==> config.mk <==
export PLATFORM = sky130hd
export DESIGN_NAME = alt_mem_ddrx_ecc_scrub_ctrl_flat
export DESIGN_NICKNAME = d
export VERILOG_FILES = /design/src/rtl/alt_mem_ddrx_ecc_scrub_ctrl_if.sv /design/src/rtl/alt_mem_ddrx_ecc_scrub_ctrl.sv /design/src/flat_wrapper.sv
export SDC_FILE = /design/constraint.sdc
export NUM_CORES = 1
export LEC_CHECK = 0
export BUFFER_PORTS_ARGS = -buffer_cell sky130_fd_sc_hd__buf_2
export CAP_MARGIN = 20
export CORE_MARGIN = 5
export CORE_UTILIZATION = 62
export DETAILED_ROUTE_END_ITERATION = 16
export PLACE_DENSITY = 0.85
export SLEW_MARGIN = 30
export SYNTH_ARGS = -nofsm -noshare
export SYNTH_HDL_FRONTEND = slang
export SYNTH_SLANG_ARGS = --single-unit
==> constraint.sdc <==
create_clock -name ctl_clk -period 7.9 [get_ports ctl_clk]
set_input_delay 0.79 -clock ctl_clk [delete_from_list [all_inputs] [get_ports ctl_clk]]
set_output_delay 0.79 -clock ctl_clk [all_outputs]
set_load 0.05 [all_outputs]
==> src/rtl/alt_mem_ddrx_ecc_scrub_ctrl_if.sv <==
// Scrub command handshake between the ECC scrub controller (master) and the
// command arbiter (slave): request/address out, acknowledge/done back.
interface alt_mem_ddrx_ecc_scrub_ctrl_if #(
   parameter int ADDR_W = 32
);
   logic              scrub_req;
   logic [ADDR_W-1:0] scrub_addr;
   logic              scrub_ack;
   logic              scrub_done;

   modport master (output scrub_req, output scrub_addr, input scrub_ack, input scrub_done);
   modport slave  (input scrub_req, input scrub_addr, output scrub_ack, output scrub_done);
endinterface

==> src/rtl/alt_mem_ddrx_ecc_scrub_ctrl.sv <==
// ECC error qualification, saturating SBE/DBE counters, sticky interrupt and
// SBE scrub queue/sequencer. Optional address logging: ALT_MEM_DDRX_ECC_ERR_ADDR_LOG_EN.
module alt_mem_ddrx_ecc_scrub_ctrl #(
   parameter int CFG_LOCAL_ADDR_WIDTH = 32,
   parameter int CFG_ERR_CNT_WIDTH    = 8,
   parameter int CFG_SCRUB_FIFO_DEPTH = 4
) (
   input  logic                            ctl_clk,
   input  logic                            ctl_reset_n,
   input  logic                            cfg_enable_ecc,
   input  logic                            cfg_enable_auto_corr,
   input  logic                            cfg_err_intr_en,
   input  logic                            cfg_clr_intr,
   input  logic                            rdata_valid,
   input  logic [CFG_LOCAL_ADDR_WIDTH-1:0] rdata_addr,
   input  logic                            err_corrected,
   input  logic                            err_fatal,
   alt_mem_ddrx_ecc_scrub_ctrl_if.master   scrub_if,
   output logic [CFG_ERR_CNT_WIDTH-1:0]    sbe_count,
   output logic [CFG_ERR_CNT_WIDTH-1:0]    dbe_count,
   output logic                            err_intr,
   output logic                            scrub_overflow,
   output logic                            scrub_busy
`ifdef ALT_MEM_DDRX_ECC_ERR_ADDR_LOG_EN
   ,
   output logic [CFG_LOCAL_ADDR_WIDTH-1:0] first_err_addr,
   output logic [CFG_LOCAL_ADDR_WIDTH-1:0] last_err_addr,
   output logic                            first_err_is_dbe
`endif
);

   localparam int PTR_W = $clog2(CFG_SCRUB_FIFO_DEPTH);

   typedef enum logic [1:0] {S_IDLE, S_REQ, S_WAIT} state_t;

   function automatic logic [CFG_ERR_CNT_WIDTH-1:0] sat_inc(input logic [CFG_ERR_CNT_WIDTH-1:0] v);
      return (&v) ? v : v + 1'b1;
   endfunction

   state_t                          state_q;
   logic                            req_q;
   logic [CFG_LOCAL_ADDR_WIDTH-1:0] addr_q;
   logic [CFG_ERR_CNT_WIDTH-1:0]    sbe_cnt_q, sbe_cnt_d, dbe_cnt_q, dbe_cnt_d;
   logic                            intr_q, intr_d, ovf_q, ovf_d;
   logic [PTR_W:0]                  wr_ptr_q, rd_ptr_q;
   logic [CFG_LOCAL_ADDR_WIDTH-1:0] mem_q [CFG_SCRUB_FIFO_DEPTH];

   logic sbe_ev, dbe_ev, any_ev;
   logic q_empty, q_full, push_req, push, pop, drop;

   assign sbe_ev = cfg_enable_ecc & rdata_valid & err_corrected & ~err_fatal;
   assign dbe_ev = cfg_enable_ecc & rdata_valid & err_fatal;
   assign any_ev = sbe_ev | dbe_ev;

   assign q_empty  = (wr_ptr_q == rd_ptr_q);
   assign q_full   = (wr_ptr_q[PTR_W] != rd_ptr_q[PTR_W]) &&
                     (wr_ptr_q[PTR_W-1:0] == rd_ptr_q[PTR_W-1:0]);
   assign pop      = (state_q == S_WAIT) & scrub_if.scrub_done;
   assign push_req = sbe_ev & cfg_enable_auto_corr;
   // A full queue still accepts when the head leaves in the same cycle.
   assign push     = push_req & (~q_full | pop);
   assign drop     = push_req & q_full & ~pop;

   // Clear first, then let a same-cycle event land on top of the cleared value.
   always_comb begin
      sbe_cnt_d = cfg_clr_intr ? '0 : sbe_cnt_q;
      dbe_cnt_d = cfg_clr_intr ? '0 : dbe_cnt_q;
      if (sbe_ev) sbe_cnt_d = sat_inc(sbe_cnt_d);
      if (dbe_ev) dbe_cnt_d = sat_inc(dbe_cnt_d);
      intr_d = (any_ev & cfg_err_intr_en) ? 1'b1 : (cfg_clr_intr ? 1'b0 : intr_q);
      ovf_d  = drop ? 1'b1 : (cfg_clr_intr ? 1'b0 : ovf_q);
   end

   always_ff @(posedge ctl_clk or negedge ctl_reset_n) begin
      if (!ctl_reset_n) begin
         sbe_cnt_q <= '0;
         dbe_cnt_q <= '0;
         intr_q    <= 1'b0;
         ovf_q     <= 1'b0;
         wr_ptr_q  <= '0;
         rd_ptr_q  <= '0;
      end else begin
         sbe_cnt_q <= sbe_cnt_d;
         dbe_cnt_q <= dbe_cnt_d;
         intr_q    <= intr_d;
         ovf_q     <= ovf_d;
         if (push) wr_ptr_q <= wr_ptr_q + 1'b1;
         if (pop)  rd_ptr_q <= rd_ptr_q + 1'b1;
      end
   end

   always_ff @(posedge ctl_clk) begin
      if (push) mem_q[wr_ptr_q[PTR_W-1:0]] <= rdata_addr;
   end

   // Scrub sequencer; the head entry stays queued until its write-back is done.
   always_ff @(posedge ctl_clk or negedge ctl_reset_n) begin
      if (!ctl_reset_n) begin
         state_q <= S_IDLE;
         req_q   <= 1'b0;
         addr_q  <= '0;
      end else begin
         case (state_q)
            S_IDLE: if (!q_empty && cfg_enable_auto_corr) begin
               state_q <= S_REQ;
               req_q   <= 1'b1;
               addr_q  <= mem_q[rd_ptr_q[PTR_W-1:0]];
            end
            S_REQ: if (scrub_if.scrub_ack) begin
               state_q <= S_WAIT;
               req_q   <= 1'b0;
            end
            S_WAIT: if (scrub_if.scrub_done) state_q <= S_IDLE;
            default: begin
               state_q <= S_IDLE;
               req_q   <= 1'b0;
            end
         endcase
      end
   end

   assign scrub_if.scrub_req  = req_q;
   assign scrub_if.scrub_addr = addr_q;
   assign sbe_count           = sbe_cnt_q;
   assign dbe_count           = dbe_cnt_q;
   assign err_intr            = intr_q;
   assign scrub_overflow      = ovf_q;
   assign scrub_busy          = (state_q != S_IDLE) | ~q_empty;

`ifdef ALT_MEM_DDRX_ECC_ERR_ADDR_LOG_EN
   logic                            first_seen_q, first_dbe_q;
   logic [CFG_LOCAL_ADDR_WIDTH-1:0] first_addr_q, last_addr_q;

   always_ff @(posedge ctl_clk or negedge ctl_reset_n) begin
      if (!ctl_reset_n) begin
         first_seen_q <= 1'b0;
         first_dbe_q  <= 1'b0;
         first_addr_q <= '0;
         last_addr_q  <= '0;
      end else if (any_ev) begin
         last_addr_q <= rdata_addr;
         if (cfg_clr_intr || !first_seen_q) begin
            first_seen_q <= 1'b1;
            first_dbe_q  <= dbe_ev;
            first_addr_q <= rdata_addr;
         end
      end else if (cfg_clr_intr) begin
         first_seen_q <= 1'b0;
         first_dbe_q  <= 1'b0;
         first_addr_q <= '0;
         last_addr_q  <= '0;
      end
   end

   assign first_err_addr   = first_addr_q;
   assign last_err_addr    = last_addr_q;
   assign first_err_is_dbe = first_dbe_q;
`endif

endmodule

==> src/flat_wrapper.sv <==
// flat-port wrapper written by rule: the top's interface ports become plain ports
module alt_mem_ddrx_ecc_scrub_ctrl_flat 
#(
   parameter int CFG_LOCAL_ADDR_WIDTH = 32,
   parameter int CFG_ERR_CNT_WIDTH    = 8,
   parameter int CFG_SCRUB_FIFO_DEPTH = 4
)
  (ctl_clk, ctl_reset_n, cfg_enable_ecc, cfg_enable_auto_corr, cfg_err_intr_en, cfg_clr_intr, rdata_valid, rdata_addr, err_corrected, err_fatal, sbe_count, dbe_count, err_intr, scrub_overflow, scrub_busy, scrub_if_scrub_req, scrub_if_scrub_addr, scrub_if_scrub_ack, scrub_if_scrub_done);
  alt_mem_ddrx_ecc_scrub_ctrl_if #(.ADDR_W((32))) scrub_if_i ();
  input  logic ctl_clk;
  input  logic ctl_reset_n;
  input  logic cfg_enable_ecc;
  input  logic cfg_enable_auto_corr;
  input  logic cfg_err_intr_en;
  input  logic cfg_clr_intr;
  input  logic rdata_valid;
  input  logic [CFG_LOCAL_ADDR_WIDTH-1:0] rdata_addr;
  input  logic err_corrected;
  input  logic err_fatal;
  output logic [CFG_ERR_CNT_WIDTH-1:0] sbe_count;
  output logic [CFG_ERR_CNT_WIDTH-1:0] dbe_count;
  output logic err_intr;
  output logic scrub_overflow;
  output logic scrub_busy;
  output wire logic [$bits(scrub_if_i.scrub_req)-1:0] scrub_if_scrub_req;
  output wire logic [$bits(scrub_if_i.scrub_addr)-1:0] scrub_if_scrub_addr;
  input wire logic [$bits(scrub_if_i.scrub_ack)-1:0] scrub_if_scrub_ack;
  input wire logic [$bits(scrub_if_i.scrub_done)-1:0] scrub_if_scrub_done;
  assign scrub_if_scrub_req = scrub_if_i.scrub_req;
  assign scrub_if_scrub_addr = scrub_if_i.scrub_addr;
  assign scrub_if_i.scrub_ack = scrub_if_scrub_ack;
  assign scrub_if_i.scrub_done = scrub_if_scrub_done;
  alt_mem_ddrx_ecc_scrub_ctrl #(.CFG_LOCAL_ADDR_WIDTH(CFG_LOCAL_ADDR_WIDTH), .CFG_ERR_CNT_WIDTH(CFG_ERR_CNT_WIDTH), .CFG_SCRUB_FIFO_DEPTH(CFG_SCRUB_FIFO_DEPTH)) u_core (.ctl_clk(ctl_clk), .ctl_reset_n(ctl_reset_n), .cfg_enable_ecc(cfg_enable_ecc), .cfg_enable_auto_corr(cfg_enable_auto_corr), .cfg_err_intr_en(cfg_err_intr_en), .cfg_clr_intr(cfg_clr_intr), .rdata_valid(rdata_valid), .rdata_addr(rdata_addr), .err_corrected(err_corrected), .err_fatal(err_fatal), .scrub_if(scrub_if_i), .sbe_count(sbe_count), .dbe_count(dbe_count), .err_intr(err_intr), .scrub_overflow(scrub_overflow), .scrub_busy(scrub_busy));
endmodule
# Word-level counts from Yosys, hierarchy flattened
# Memories as Yosys holds them, arrays and structs flattened. A register that Yosys moved wholly into a read port is not among the register bits.
# Index checks and enable logic that the tools add are counted.
[op_classes]
n_addsub = 4
eq_ne = 8
muxes = 18
bitwise_logic = 18
n_reduce_logical = 13
[op_table]
columns = ["operator", "count"]
rows = [
  ["$mux W8", 6],
  ["$add A8 B1 Y8 const B", 2],
  ["$reduce_and A8 Y1", 2],
  ["$and A1 B1 Y1", 10],
  ["$mux W1", 7],
  ["$add A3 B1 Y3 const B", 2],
  ["$mux W2", 3],
  ["$pmux W2 S3", 1],
  ["$reduce_and A3 Y1", 2],
  ["$reduce_bool A2 Y1", 3],
  ["$not A1 Y1", 5],
  ["$ne A2 B2 Y1 const B", 2],
  ["$eq A3 B3 Y1", 1],
  ["$or A1 B1 Y1", 3],
  ["$pmux W1 S3", 1],
  ["$eq A2 B1 Y1 const B", 1],
  ["$eq A2 B2 Y1", 1],
  ["$eq A2 B2 Y1 const B", 1],
  ["$logic_and A1 B1 Y1", 2],
  ["$logic_not A1 Y1", 2],
  ["$logic_not A2 Y1", 1],
  ["$ne A2 B1 Y1 const B", 1],
  ["$reduce_and A2 Y1", 1],
  ["$ne A1 B1 Y1", 1],
]
[totals]
regBits = 27
mem_bits_rw = 128
elab_cells = 70
mem_count = 1
[memory_table]
columns = ["name", "words", "width", "rd", "rd_ports_with_merged_regs", "write_ports", "line_no", "source"]
rows = [
  ["u_core.mem_q", 4, 32, 1, 1, 1, "alt_mem_ddrx_ecc_scrub_ctrl.sv:46", "logic [CFG_LOCAL_ADDR_WIDTH-1:0] mem_q [CFG_SCRUB_FIFO_DEPTH];"],
]

# Longest topological paths before layout
[logic_depth]
depth_word = 7
ltp_mapped = 7
mapped_depth_nobuf = 6

# Least setup slack after synthesis
# Ideal clock, no wire load.
[synth_path]
path_kind = "input-to-reg"
startpoint = "input err_fatal"
endpoint = "memory u_core.mem_q[3][0] (enable)"
setup_ns = 0.418
arrival_ns = 2.600
required_time_ns = 7.482
setup_slack_ns = 4.881
cell_stages = 4
n_path_buf = 1
cell_sequence = "and4b_1 -> buf_2 -> nand2_1 -> nor3b_2"
[synth_via]
elab_chain_cells = 6
[synth_rtl]
columns = ["item", "line_no", "source"]
rows = [
  ["start: declaration", "flat_wrapper.sv:19", "input logic err_fatal;"],
  ["$not A1 Y1", "alt_mem_ddrx_ecc_scrub_ctrl.sv:51", "assign sbe_ev = cfg_enable_ecc & rdata_valid & err_corrected & ~err_fatal;"],
  ["$and A1 B1 Y1", "alt_mem_ddrx_ecc_scrub_ctrl.sv:51", ""],
  ["$and A1 B1 Y1", "alt_mem_ddrx_ecc_scrub_ctrl.sv:59", "assign push_req = sbe_ev & cfg_enable_auto_corr;"],
  ["$and A1 B1 Y1", "alt_mem_ddrx_ecc_scrub_ctrl.sv:61", "assign push = push_req & (~q_full | pop);"],
  ["$mux W1", "alt_mem_ddrx_ecc_scrub_ctrl.sv:93", "if (push) mem_q[wr_ptr_q[PTR_W-1:0]] <= rdata_addr;"],
  ["$mux W1 (not written as such)", "alt_mem_ddrx_ecc_scrub_ctrl.sv:93", ""],
  ["end: declaration", "alt_mem_ddrx_ecc_scrub_ctrl.sv:46", ""],
]
# Every way passes these cells.

# Worst setup path in the final report
[layout_path]
startpoint = "register u_core.rd_ptr_q[1]"
endpoint = "output scrub_busy"
[layout_via]
elab_chain_cells = 3
[layout_rtl]
columns = ["item", "line_no", "source"]
rows = [
  ["start: declaration", "alt_mem_ddrx_ecc_scrub_ctrl.sv:45", "logic [PTR_W:0] wr_ptr_q, rd_ptr_q;"],
  ["start signal: assignment", "alt_mem_ddrx_ecc_scrub_ctrl.sv:88", "if (pop) rd_ptr_q <= rd_ptr_q + 1'b1;"],
  ["$eq A3 B3 Y1", "alt_mem_ddrx_ecc_scrub_ctrl.sv:55", "assign q_empty = (wr_ptr_q == rd_ptr_q);"],
  ["$not A1 Y1", "alt_mem_ddrx_ecc_scrub_ctrl.sv:128", "assign scrub_busy = (state_q != S_IDLE) | ~q_empty;"],
  ["$or A1 B1 Y1", "alt_mem_ddrx_ecc_scrub_ctrl.sv:128", ""],
  ["end: declaration", "flat_wrapper.sv:24", "output logic scrub_busy;"],
]
# Every way passes these cells.

==> impl_summary.md <==
Outcome
The flow ran to the end, and the final reports show no timing, DRC or antenna violations.

Logic synthesis
The number of synthesized register bits is 187. Each instance of the synthesized netlist takes up on average 19.4 µm². The cell area that synthesis handed to floorplanning was between 7000 and 8000 µm². The total of warnings raised by yosys is 0. Synthesis produced a netlist with a net count of ~430. For this run, the leading register cell type out of synthesis is sky130_fd_sc_hd__edfxtp_1. By area the synthesized netlist is led by sky130_fd_sc_hd__edfxtp_1 52%, sky130_fd_sc_hd__dfrtp_1 20%, sky130_fd_sc_hd__mux4_2 9.8%, sky130_fd_sc_hd__mux2_4 3.1%, sky130_fd_sc_hd__mux2_1 2.0%. The top-area cell type share of the netlist area is 0.525. For this run, the register share of the synthesized area comes to 0.726. The unique cell type count in the Yosys netlist is 44. The count of mapped cells out of synthesis is between 300 and 400. The largest total area in the synthesized netlist belongs to sky130_fd_sc_hd__edfxtp_1. Counting flops with an async set or reset pin after synthesis yields a share of 0.316.

The number of flops mapped to enable cells by yosys is ~130.

Clock tree
The clock passes through at most 2 buffers. The CTS H-tree depth is 4. TritonCTS built the clock tree. The clock net sink count is 187. In this run, post-CTS hold repair placed 0 buffers.

The number of setup buffers added after CTS is 0. The clock-pin slew on the worst setup and hold paths is around 0.060 ns. The insertion delay to the later sink of the worst-skew pair is 0.42 ns. In this run, post-CTS repair resized a total of 0 instances. The cell at the root of the clock tree is sky130_fd_sc_hd__clkbuf_16. The number of clock buffers inserted by TritonCTS is 17.

GRT
The overall routing resource usage is 0.196. The first global-routing pass estimated roughly 21 mm of wire. The number of antenna violations at the first check in global routing is 0.

The number of global-route vias before repair is 3885. The total global routing overflow is 0. The pin count of the biggest net entering global routing is 60.

STA
Timing would allow up to 345 MHz. Setup violations remaining at the end of the flow were counted as 0. The minimum setup slack in the final design is between 5 and 6 ns. At the pin with the least slew margin, the transition time is slightly below 0.9 ns. The final count of pins violating max slew is 0. The clock skew is about 0.0064 ns. The final critical delay including setup and external delays is 2.90 ns. Of the available clock period, the critical path in the final layout requires 0.367. For the final routed database, the setup TNS stands at 0 ns. The final hold violation count was 0. The worst slew margin relative to its limit is 0.410. Setup repair after global routing left no endpoint under its margin.

Detailed routing
The overall routed net length is around 13 mm. The count of nets left with antenna violations once routing finished came out at 0. The average wire per cell in the routed design is 20.2 µm. After detailed routing, the number of remaining DRC violations is 0. The violation count after the first detailed-route iteration is 211. Before antenna repair, the detailed router went through 4 iterations. The total via count after detailed routing is 3712. In the routed layout, each cell is associated on average with a via count of 5.84.

Finish
Fill cells in the final layout number about 670. Across the whole layout, storage elements account for about 5300 µm². In the layout the commonest cells are 128 x sky130_fd_sc_hd__edfxtp_1, 94 x sky130_fd_sc_hd__buf_2, 57 x sky130_fd_sc_hd__dfrtp_1. 0 antenna diodes ended up in the layout. Compared with the post-synthesis result, the final layout area differs by 15.1%. The net count of the finished layout is 529. Leaving out fill and tap cells, the most frequent cell in the layout is sky130_fd_sc_hd__edfxtp_1. Summing all multi-input logic gate instances after layout gives 1900 µm². The fraction of layout cells with a size suffix above 1 is 0.389.

Critical path
The largest fanout on the critical path is 35. The critical path required time is 7.11 ns. STA classifies the critical path endpoint as an output pin.

Walking the worst path, the cells encountered are xor2_2, nor2_2, nand3_1, buf_2. Data arrives at the worst endpoint at between 2 and 2.5 ns. The worst setup path is launched from a flop. In this design, the stage delay of the slowest critical-path cell is 0.94 ns.

The kind of critical path is flop to output pin. For this design, the slowest cell found on the critical path is sky130_fd_sc_hd__dfrtp_2.

Floorplanning
The starting utilization of the core area is 0.636. The placeable core area is 11500 µm². The number of placed I/O pins is 95. The die span in x is between 100 and 150 µm. The vertical die dimension is 119 µm. The die covers 14100 µm². The floorplan has 39 rows.

Placed design
The last weighted congestion value of the routability-driven placer is 0.808. Port buffering added 94 buffers. The pre-CTS setup slack is between 5 and 6 ns.

The half-perimeter wire length of the detailed placement result is between 7 and 8 mm.

Pwr
The leakage power of the design is 3.21 nW. IR analysis of the VDD net gives a maximum drop of 259 µV. Dividing total power by cell area gives a power density of 359 nW/µm². The post-route total power is 3.02 mW.

Min path
The class of the tightest hold or removal check is flop to flop.

Flow run
The reported max-cap violation count is 0.
## kinds of logic (layout without fill, tap and decap cells)
| group | after synthesis | count (layout) | synth area share |
|---|---|---|---|
| fa+ha+maj | 6 | 6 | 0.0102 |
| xor+xnor | 9 | 9 | 0.0128 |
| simple gates | 63 | 63 | 0.0478 |
| flops | 187 | 187 | 0.726 |
| mux | 71 | 71 | 0.165 |
| compound gates | 22 | 22 | 0.0219 |
| buf+inv | 20 | 135 | 0.0157 |
## cells in the mapped netlist (all sizes together) (3+ instances only)
| library cell | n |
|---|---|
| xnor2 | 4 |
| nand2 | 10 |
| nand4 | 4 |
| and2 | 3 |
| clkbuf | 6 |
| a211oi | 5 |
| nor3 | 5 |
| ha | 6 |
| and3 | 6 |
| buf | 9 |
| dfrtp | 59 |
| xor2 | 5 |
| edfxtp | 128 |
| nand2b | 3 |
| o21ai | 6 |
| nor2 | 15 |
| mux4 | 32 |
| mux2i | 3 |
| inv | 5 |
| nor2b | 4 |
| mux2 | 36 |
| nand3 | 5 |
| a21oi | 4 |
## flip-flops by register name, indices dropped and copies added, names as in the netlist
| signal | count |
|---|---|
| u_core.mem_q | 128 |
| u_core.scrub_if.scrub_addr | 32 |
| u_core.dbe_count | 8 |
| u_core.sbe_count | 8 |
| u_core.rd_ptr_q | 3 |
| u_core.wr_ptr_q | 3 |
| u_core.state_q | 2 |
| u_core.err_intr | 1 |
| u_core.scrub_if.scrub_req | 1 |
| u_core.scrub_overflow | 1 |
## worst paths after layout
kind / startpoint / slack, ns / end / cells after the start
worst max-delay path: u_core.rd_ptr_q[1]$_DFFE_PN0P_ / 5.00 / scrub_busy / 4
worst min-delay path: u_core.scrub_if.scrub_addr[16]$_DFFE_PN0P_ / 0.48 / u_core.scrub_if.scrub_addr[16]$_DFFE_PN0P_ / 1
worst max register to register: u_core.rd_ptr_q[1]$_DFFE_PN0P_ / 5.12 / u_core.scrub_if.scrub_addr[29]$_DFFE_PN0P_ / 5
worst min register to register: u_core.scrub_if.scrub_addr[16]$_DFFE_PN0P_ / 0.48 / u_core.scrub_if.scrub_addr[16]$_DFFE_PN0P_ / 1
max in group asynchronous: ctl_reset_n / 6.83 / u_core.rd_ptr_q[0]$_DFFE_PN0P_ / 2
min in group asynchronous: ctl_reset_n / 0.53 / u_core.dbe_count[3]$_DFF_PN0_ / 2
## worst max-delay path: cells and delay by family (launching register included)
kind | cells | cell delay (ns)
buffers and inverters | 1 | 0.24
XOR/XNOR | 1 | 0.19
AND/OR/NAND/NOR | 2 | 0.32
flip-flops | 1 | 0.94
## layer usage
metal,global-route usage,vias up,wire length [µm]
li1,-,1684,-
met1,0.263,1892,5230
met3,0.0497,16,733
met2,0.318,120,6690
met5,0,-,0
met4,0.0666,0,192
## power by group
part	internal, mW	total [mW]	leakage (nW)	switching [mW]
registers	1.17	1.28	1.88	0.108
clock network	0.408	0.740	0.240	0.332
logic	0.398	1.00	1.08	0.605
## cell type report
| type | instances | area share |
|---|---|---|
| timing repair buffer | 98 | 0.0593 |
| clock buffer | 24 | 0.0547 |
| tap | 143 | 0.0212 |
| multi-input combinational | 171 | 0.225 |
| sequential | 187 | 0.631 |
| clock inverter | 8 | 0.00593 |
| inverter | 5 | 0.00223 |
## per-stage QoR
step / util / cells / instance area, µm² / hold WS, ns
after floorplan: - / 378 / 7330 / 0.462
after global placement: 0.688 / 604 / 7920 / 0.463
after detailed placement: 0.688 / 604 / 7920 / 0.471
after CTS: 0.732 / 636 / 8430 / 0.484
after global routing: 0.732 / 636 / 8430 / 0.517
final: 0.732 / 636 / 8430 / 0.481
Power figures use the tool's default switching activity.
